## src/rtl/dccm_port_arb.sv

```systemverilog
// dccm_port_arb: shares the single-ported DCCM between the LSU (dc1 stage)
// and a DMA/loader port. The LSU has fixed priority. A starvation counter
// forces a DMA grant after a bounded wait. Load data returning from the DCCM
// is routed back to whichever requester issued the load.
// Optional performance counters are enabled by defining DCCM_ARB_PERF_EN.
module dccm_port_arb #(
   parameter int XLEN         = 32,
   parameter int STARVE_LIMIT = 8,
   parameter int DCCM_RD_LAT  = 1
) (
   input  logic              clk,
   input  logic              rst,
   input  logic              lsu_req_valid,
   output logic              lsu_req_ready,
   input  logic              lsu_req_wen,
   input  logic [XLEN-1:0]   lsu_req_addr,
   input  logic [XLEN-1:0]   lsu_req_wdata,
   input  logic [XLEN/8-1:0] lsu_req_wmask,
   output logic              lsu_rsp_valid,
   output logic [XLEN-1:0]   lsu_rsp_rdata,
   input  logic              dma_req_valid,
   output logic              dma_req_ready,
   input  logic              dma_req_wen,
   input  logic [XLEN-1:0]   dma_req_addr,
   input  logic [XLEN-1:0]   dma_req_wdata,
   input  logic [XLEN/8-1:0] dma_req_wmask,
   output logic              dma_rsp_valid,
   output logic [XLEN-1:0]   dma_rsp_rdata,
   output logic              dccm_en,
   output logic              dccm_wen,
   output logic [XLEN-1:0]   dccm_addr,
   output logic [XLEN-1:0]   dccm_wdata,
   output logic [XLEN/8-1:0] dccm_wmask,
   input  logic [XLEN-1:0]   dccm_rdata
`ifdef DCCM_ARB_PERF_EN
   ,
   output logic [31:0]       perf_lsu_grants,
   output logic [31:0]       perf_dma_grants,
   output logic [31:0]       perf_dma_forced,
   output logic [31:0]       perf_dma_stall_cycles
`endif
);

   localparam logic [7:0] LIMIT = 8'(STARVE_LIMIT);

   logic                   lsu_gnt;
   logic                   dma_gnt;
   logic                   forced_gnt;
   logic [7:0]             cnt_q, cnt_d;
   logic                   force_q, force_d;
   logic [DCCM_RD_LAT-1:0] pv_q, pv_d;
   logic [DCCM_RD_LAT-1:0] po_q, po_d;

   // Pick at most one winner this cycle; nothing is granted while in reset
   always_comb begin
      lsu_gnt = 1'b0;
      dma_gnt = 1'b0;
      if (!rst) begin
         if (force_q && dma_req_valid) begin
            dma_gnt = 1'b1;
         end else if (lsu_req_valid) begin
            lsu_gnt = 1'b1;
         end else if (dma_req_valid) begin
            dma_gnt = 1'b1;
         end
      end
      forced_gnt    = dma_gnt && force_q;
      lsu_req_ready = lsu_gnt;
      dma_req_ready = dma_gnt;
   end

   // Steer the winning payload onto the DCCM; idle bus drives zeros
   always_comb begin
      dccm_en    = lsu_gnt | dma_gnt;
      dccm_wen   = 1'b0;
      dccm_addr  = '0;
      dccm_wdata = '0;
      dccm_wmask = '0;
      if (lsu_gnt) begin
         dccm_wen   = lsu_req_wen;
         dccm_addr  = lsu_req_addr;
         dccm_wdata = lsu_req_wdata;
         dccm_wmask = lsu_req_wmask;
      end else if (dma_gnt) begin
         dccm_wen   = dma_req_wen;
         dccm_addr  = dma_req_addr;
         dccm_wdata = dma_req_wdata;
         dccm_wmask = dma_req_wmask;
      end
   end

   // Starvation tracking: count refused DMA cycles, arm force once saturated
   always_comb begin
      cnt_d = cnt_q;
      if (!dma_req_valid || dma_gnt) begin
         cnt_d = '0;
      end else if (cnt_q != LIMIT) begin
         cnt_d = cnt_q + 8'd1;
      end
      force_d = dma_req_valid && !dma_gnt && (force_q || (cnt_q == LIMIT));
   end

   // Response pipeline: one {valid, owner} slot per cycle of read latency
   always_comb begin
      pv_d    = pv_q;
      po_d    = po_q;
      pv_d[0] = (lsu_gnt && !lsu_req_wen) || (dma_gnt && !dma_req_wen);
      po_d[0] = dma_gnt;
      for (int i = 1; i < DCCM_RD_LAT; i++) begin
         pv_d[i] = pv_q[i-1];
         po_d[i] = po_q[i-1];
      end
   end

   // Route returning read data to the requester that owns the oldest slot
   always_comb begin
      lsu_rsp_valid = 1'b0;
      lsu_rsp_rdata = '0;
      dma_rsp_valid = 1'b0;
      dma_rsp_rdata = '0;
      if (!rst && pv_q[DCCM_RD_LAT-1]) begin
         if (po_q[DCCM_RD_LAT-1]) begin
            dma_rsp_valid = 1'b1;
            dma_rsp_rdata = dccm_rdata;
         end else begin
            lsu_rsp_valid = 1'b1;
            lsu_rsp_rdata = dccm_rdata;
         end
      end
   end

   // Arbiter state registers
   always_ff @(posedge clk) begin
      if (rst) begin
         cnt_q   <= '0;
         force_q <= 1'b0;
         pv_q    <= '0;
         po_q    <= '0;
      end else begin
         cnt_q   <= cnt_d;
         force_q <= force_d;
         pv_q    <= pv_d;
         po_q    <= po_d;
      end
   end

`ifdef DCCM_ARB_PERF_EN
   logic [31:0] plsu_q, plsu_d, pdma_q, pdma_d, pfrc_q, pfrc_d, pstl_q, pstl_d;

   // Saturating event counters
   always_comb begin
      plsu_d = plsu_q;
      pdma_d = pdma_q;
      pfrc_d = pfrc_q;
      pstl_d = pstl_q;
      if (lsu_gnt && plsu_q != '1) plsu_d = plsu_q + 32'd1;
      if (dma_gnt && pdma_q != '1) pdma_d = pdma_q + 32'd1;
      if (forced_gnt && pfrc_q != '1) pfrc_d = pfrc_q + 32'd1;
      if (dma_req_valid && !dma_gnt && pstl_q != '1) pstl_d = pstl_q + 32'd1;
   end

   // Performance counter registers
   always_ff @(posedge clk) begin
      if (rst) begin
         plsu_q <= '0;
         pdma_q <= '0;
         pfrc_q <= '0;
         pstl_q <= '0;
      end else begin
         plsu_q <= plsu_d;
         pdma_q <= pdma_d;
         pfrc_q <= pfrc_d;
         pstl_q <= pstl_d;
      end
   end

   assign perf_lsu_grants       = plsu_q;
   assign perf_dma_grants       = pdma_q;
   assign perf_dma_forced       = pfrc_q;
   assign perf_dma_stall_cycles = pstl_q;
`endif

endmodule

```

## config.mk

```make
export PLATFORM = sky130hd
export DESIGN_NAME = dccm_port_arb
export DESIGN_NICKNAME = d
export VERILOG_FILES = /design/src/rtl/dccm_port_arb.sv
export SDC_FILE = /design/constraint.sdc
export NUM_CORES = 1
export LEC_CHECK = 0
export BUFFER_PORTS_ARGS = -buffer_cell sky130_fd_sc_hd__buf_4
export CAP_MARGIN = 25
export CORE_AREA = 2 2 121 123
export DETAILED_ROUTE_END_ITERATION = 7
export DIE_AREA = 0 0 123 125
export GPL_TIMING_DRIVEN = 0
export HOLD_SLACK_MARGIN = 0.02
export PLACE_DENSITY = 0.52
export RECOVER_POWER = 25
export SLEW_MARGIN = 5
export SYNTH_ARGS = -nofsm -noshare
export SYNTH_HDL_FRONTEND = slang
export SYNTH_SLANG_ARGS = --single-unit
```

## constraint.sdc

```tcl
create_clock -name clk -period 1.35 [get_ports clk]
set_input_delay 0 -clock clk [delete_from_list [all_inputs] [get_ports clk]]
set_output_delay 0 -clock clk [all_outputs]
set_load 0.02 [all_outputs]
```

Word level (Yosys, flattened, before mapping):

Index checks and enable logic that the tools add are counted.

* flip-flop bits (word level): 11
* input port bits: 174
* output and inout port bits: 138
* logic and storage cells: 46

* add/subtract/negate cells: 1
* equal/unequal tests: 2
* muxes and demuxes: 23
* bitwise gates (word level): 1
* reduce and logical (&&, ||, !) cells: 15

Operators by type and width (count)
* 32-bit two-way mux: 8
* 1-bit two-way mux: 13
* 8-bit by 1-bit adder with 8-bit output, second input constant: 1
* 8-bit by 4-bit == test with 1-bit output, second input constant: 1
* 4-bit two-way mux: 2
* 8-bit by 4-bit inequality test with 1-bit output, second input constant: 1
* 1-bit logical AND: 6
* 1-bit zero test: 5
* 1-bit logical OR: 3
* 2-bit OR reduction: 1
* 1-bit OR: 1

Logic depth before layout (Yosys ltp):

* word-level depth: 7
* depth in mapped cells: 5
* depth with buffers taken out: 5

Least setup slack after synthesis:

Ideal clock, no wire load.

* path kind: register to register
* from: reg force_q
* to: reg pv_q
* setup time: 0.117 ns
* arrival time: 1.090 ns
* required time: 1.233 ns
* setup slack: 0.143 ns
* stages on the path, launching flop included: 6
* path buffers: 2
* clock period less this slack: 1.207 ns
* cells stage by stage: dfxtp_1 -> nand2_1 -> and3_1 -> buf_6 -> buf_6 -> a22o_1

* longest elaborated chain between the ends: 5
* elaborated cells between the ends (all ways): 8
* those cells by class: mux (4); reduce/logical (4)

RTL lines
* start: declaration: RTL line 50 `logic force_q, force_d;`
* start signal: assignment: RTL line 141 `force_q <= force_d;`
* 1-bit logical AND (*): RTL line 59 `if (force_q && dma_req_valid) begin`
* 1-bit two-way mux: RTL line 59
* 1-bit two-way mux: RTL line 58 `if (!rst) begin`
* 1-bit logical AND: RTL line 107 `pv_d[0] = (lsu_gnt && !lsu_req_wen) || (dma_gnt && !dma_req_wen);`
* 1-bit logical OR (*): RTL line 107
* end signal: assignment: RTL line 142 `pv_q <= pv_d;`
* end: declaration: RTL line 51 `logic [DCCM_RD_LAT-1:0] pv_q, pv_d;`

Mark *: on every way between the ends. The rest lies on a longest branch, timed or not.
A chain may end at the register's enable or synchronous reset.

Worst setup path after layout:

* from: reg force_q
* to: out dccm_wdata[25]

* longest elaborated chain between the ends: 5
* elaborated cells between the ends (all ways): 7
* those cells by class: mux (6); reduce/logical (1)

RTL lines
* 1-bit logical AND (*): RTL line 59
* 1-bit two-way mux: RTL line 59
* 1-bit two-way mux: RTL line 58
* 32-bit two-way mux: RTL line 84 `end else if (dma_gnt) begin`
* 32-bit two-way mux (*): RTL line 79 `if (lsu_gnt) begin`
* end: declaration: RTL line 32 `output logic [XLEN-1:0] dccm_wdata,`

Marks and branches as above.

==> impl_metrics.env <==
export IMPL_finalClockSkew_ps=0.982
export IMPL_cp_end_kind="output port"
export IMPL_critical_path_arrival_ps=1520
export IMPL_path_clk_slew_ps=40
export IMPL_layout_drive_gt1_share=0.703
export IMPL_setup_ws_ps=-169
export IMPL_syn_area_per_cell_um2=7.79
export IMPL_antenna_left=0
export IMPL_p_per_area_nw_per_um2=439
export IMPL_crit_chain="nand2_2, and3_4, buf_12, buf_6, a22o_1, buf_4"
export IMPL_vias=3055
export IMPL_place_area_um2=4280
export IMPL_hpwl_mm=10.2
export IMPL_worst_slew_pin_slew_ps=361
export IMPL_synth_distinct_cells=31
export IMPL_fill_cells=1499
export IMPL_synth_main_ff_cell="dfxtp_1"
export IMPL_yosysMostFrequentCell="a22o_1"
export IMPL_syn_nets=396
export IMPL_min_period_over_period=1.12
export IMPL_numCtsBuffers=3
export IMPL_finalHoldViolCount=0
export IMPL_drt_vias_per_instance=4.19
export IMPL_synth_edff_count=0
export IMPL_grtUsageMet3=0.0201
export IMPL_gp_congestion=0.919
export IMPL_synth_top_cell_area_share=0.353
export IMPL_status="finished, violations left"
export IMPL_routed_wl_mm=12.5
export IMPL_violations="negative setup slack"
export IMPL_rsz0062_at_grt="yes"
export IMPL_critPathMaxStageDelay_ps=360
export IMPL_period_needed_ps=1520
export IMPL_synth_commonest_cells="a22o_1 (69), and2_1 (64), dfxtp_1 (11)"
export IMPL_stdcell_area_um2=5070
export IMPL_ys_warn_count=0
export IMPL_maxSlewHeadroom=0.753
export IMPL_crit_type="reg2out"
export IMPL_io_buffer_count=311
export IMPL_p_leak_uw=0.00259
export IMPL_fin_nets=722
export IMPL_peakVddDrop_mv=0.235
export IMPL_grt_max_degree=11
export IMPL_synth_seq_area_share=0.128
export IMPL_antenna_found_initial=0
export IMPL_fp_dieW_um=123
export IMPL_core_area_um2=14200
export IMPL_globalRouteTotalUtil=0.135
export IMPL_crit_fanout=10
export IMPL_netlist_area_um2=1710
export IMPL_fmax_ghz=0.659
export IMPL_row_count=44
export IMPL_synth_seq_cells=11
export IMPL_cts_max_path_buffers=2
export IMPL_cts_max_level=1
export IMPL_post_drt_wl_per_cell_um=17.1
export IMPL_synthCells=220
export IMPL_drtIter0Drc=86
export IMPL_register_area_um2=229
export IMPL_overflow=0
export IMPL_grt_pass1_wl_mm=16.2
export IMPL_setup_violations=69
export IMPL_grt_busiest_layer="met2"
export IMPL_grt_pass1_vias=2858
export IMPL_slew_violations=0
export IMPL_dp_worst_setup_slack_ps=-86.8
export IMPL_clkLatencyLatePin_ps=240
export IMPL_die_y_um=125
export IMPL_grtUsageMet1=0.167
export IMPL_syn_to_final_growth_pct=196
export IMPL_max_cap_violations=0
export IMPL_tritoncts="done"
export IMPL_fin_hold_ws_ps=75.4
export IMPL_root_buffer="clkbuf_16"
export IMPL_start_kind="flop"
export IMPL_drc=0
export IMPL_first_pass_iters=4
export IMPL_multi_input_area_um2=1450
export IMPL_async_flop_share=0
export IMPL_n_antenna_cell=0
export IMPL_worstPathRequired_ps=1350
export IMPL_use_met2=0.246
export IMPL_synthTopCellsByArea="a22o_1 (35%), and2_1 (23%), dfxtp_1 (13%)"
export IMPL_hp_class="in2reg"
export IMPL_critPathSlowestCell="dfxtp_4"
export IMPL_dieArea_um2=15400
export IMPL_io_pins=312
export IMPL_yosysTopAreaCell="a22o_1"
export IMPL_initial_core_util=0.121
export IMPL_cts_num_sinks=11
[layout by cell type, fill, tap and decap left out, drive strengths merged]
cell	n
mux2i	1
nor4bb	1
nor3	4
nor3b	2
nand2	4
o21ai	4
nand4	2
and2	64
ha	2
or3	4
buf	339
nand4bb	1
xor2	2
a22o	69
o211a	2
a211oi	1
and3	2
inv	8
a31oi	1
nor2	4
xnor2	1
dfxtp	11
o21a	1
a2111oi	1
clkbuf	8
a21oi	2
nand3	4
[area by class of cell]
type	count	share of cell area
sequential	11	0.0452
inverter	8	0.00593
clock buffer	4	0.0156
buffer	19	0.0447
multi-input combinational	179	0.286
tap	184	0.0454
timing repair buffer	324	0.558
[flip-flops by register name, indices dropped and copies added (netlist names)]
register / flops
po_q: 1
force_q: 1
pv_q: 1
cnt_q: 8
[cell families after synthesis]
group,synth area share
AO/OA/AOI/OAI,0.399
XOR/XNOR,0.0153
adder cells (fa/ha/maj),0.0146
buffers and inverters,0.107
flip-flops,0.128
multiplexers,0.00584
AND/OR/NAND/NOR,0.329
[per-stage QoR]
step                      cells  TNS (ps)   util  power (uW)
final                       729     -8780  0.357        2220
after global routing        729    -11560  0.357        2320
after CTS                   723     -9820  0.325        2110
after detailed placement    715     -1220  0.301        1500
after global placement      715      -313  0.301        1490
after floorplan             220         0      -         790
[worst max-delay path: cells and delay by family (launching register included)]
kind                   cells  cell delay (ps)
DFF                        1              360
and+or+nand+nor            2              240
AOI/OAI and AO/OA          1              230
buffers and inverters      3              450
[power breakdown]
part | internal [uW] | switching, uW | leakage [uW]
sequential | 330 | 5.05 | 0.0000916
clock | 396 | 137 | 0.0000382
combinational | 796 | 559 | 0.00246
[worst paths after layout]
path / slack, ps / cells after the start / endpoint / start
worst min-delay path: 80 / 2 / po_q / dma_req_valid
worst max register to register: 90 / 3 / cnt_q[7] / cnt_q[3]
worst max-delay path: -170 / 6 / dccm_wdata[25] / force_q
worst min register to register: 490 / 2 / cnt_q[7] / cnt_q[7]
[per-layer routing]
metal  up-vias  share of wire
li1       1467              -
met3        16          0.073
met1      1421           0.40
met4         0          0.015
met2       151           0.51
met5         -              0
[repair_timing]
item                                    CTS  global route
pin swaps                                18            30
resized for setup                        61           111
hold buffers                              0             0
cloned                                    1             5
setup buffers                             3             4
endpoints found under the setup margin  129           132
endpoints found under the hold margin     0             0
(Power assumes the default switching activity.)
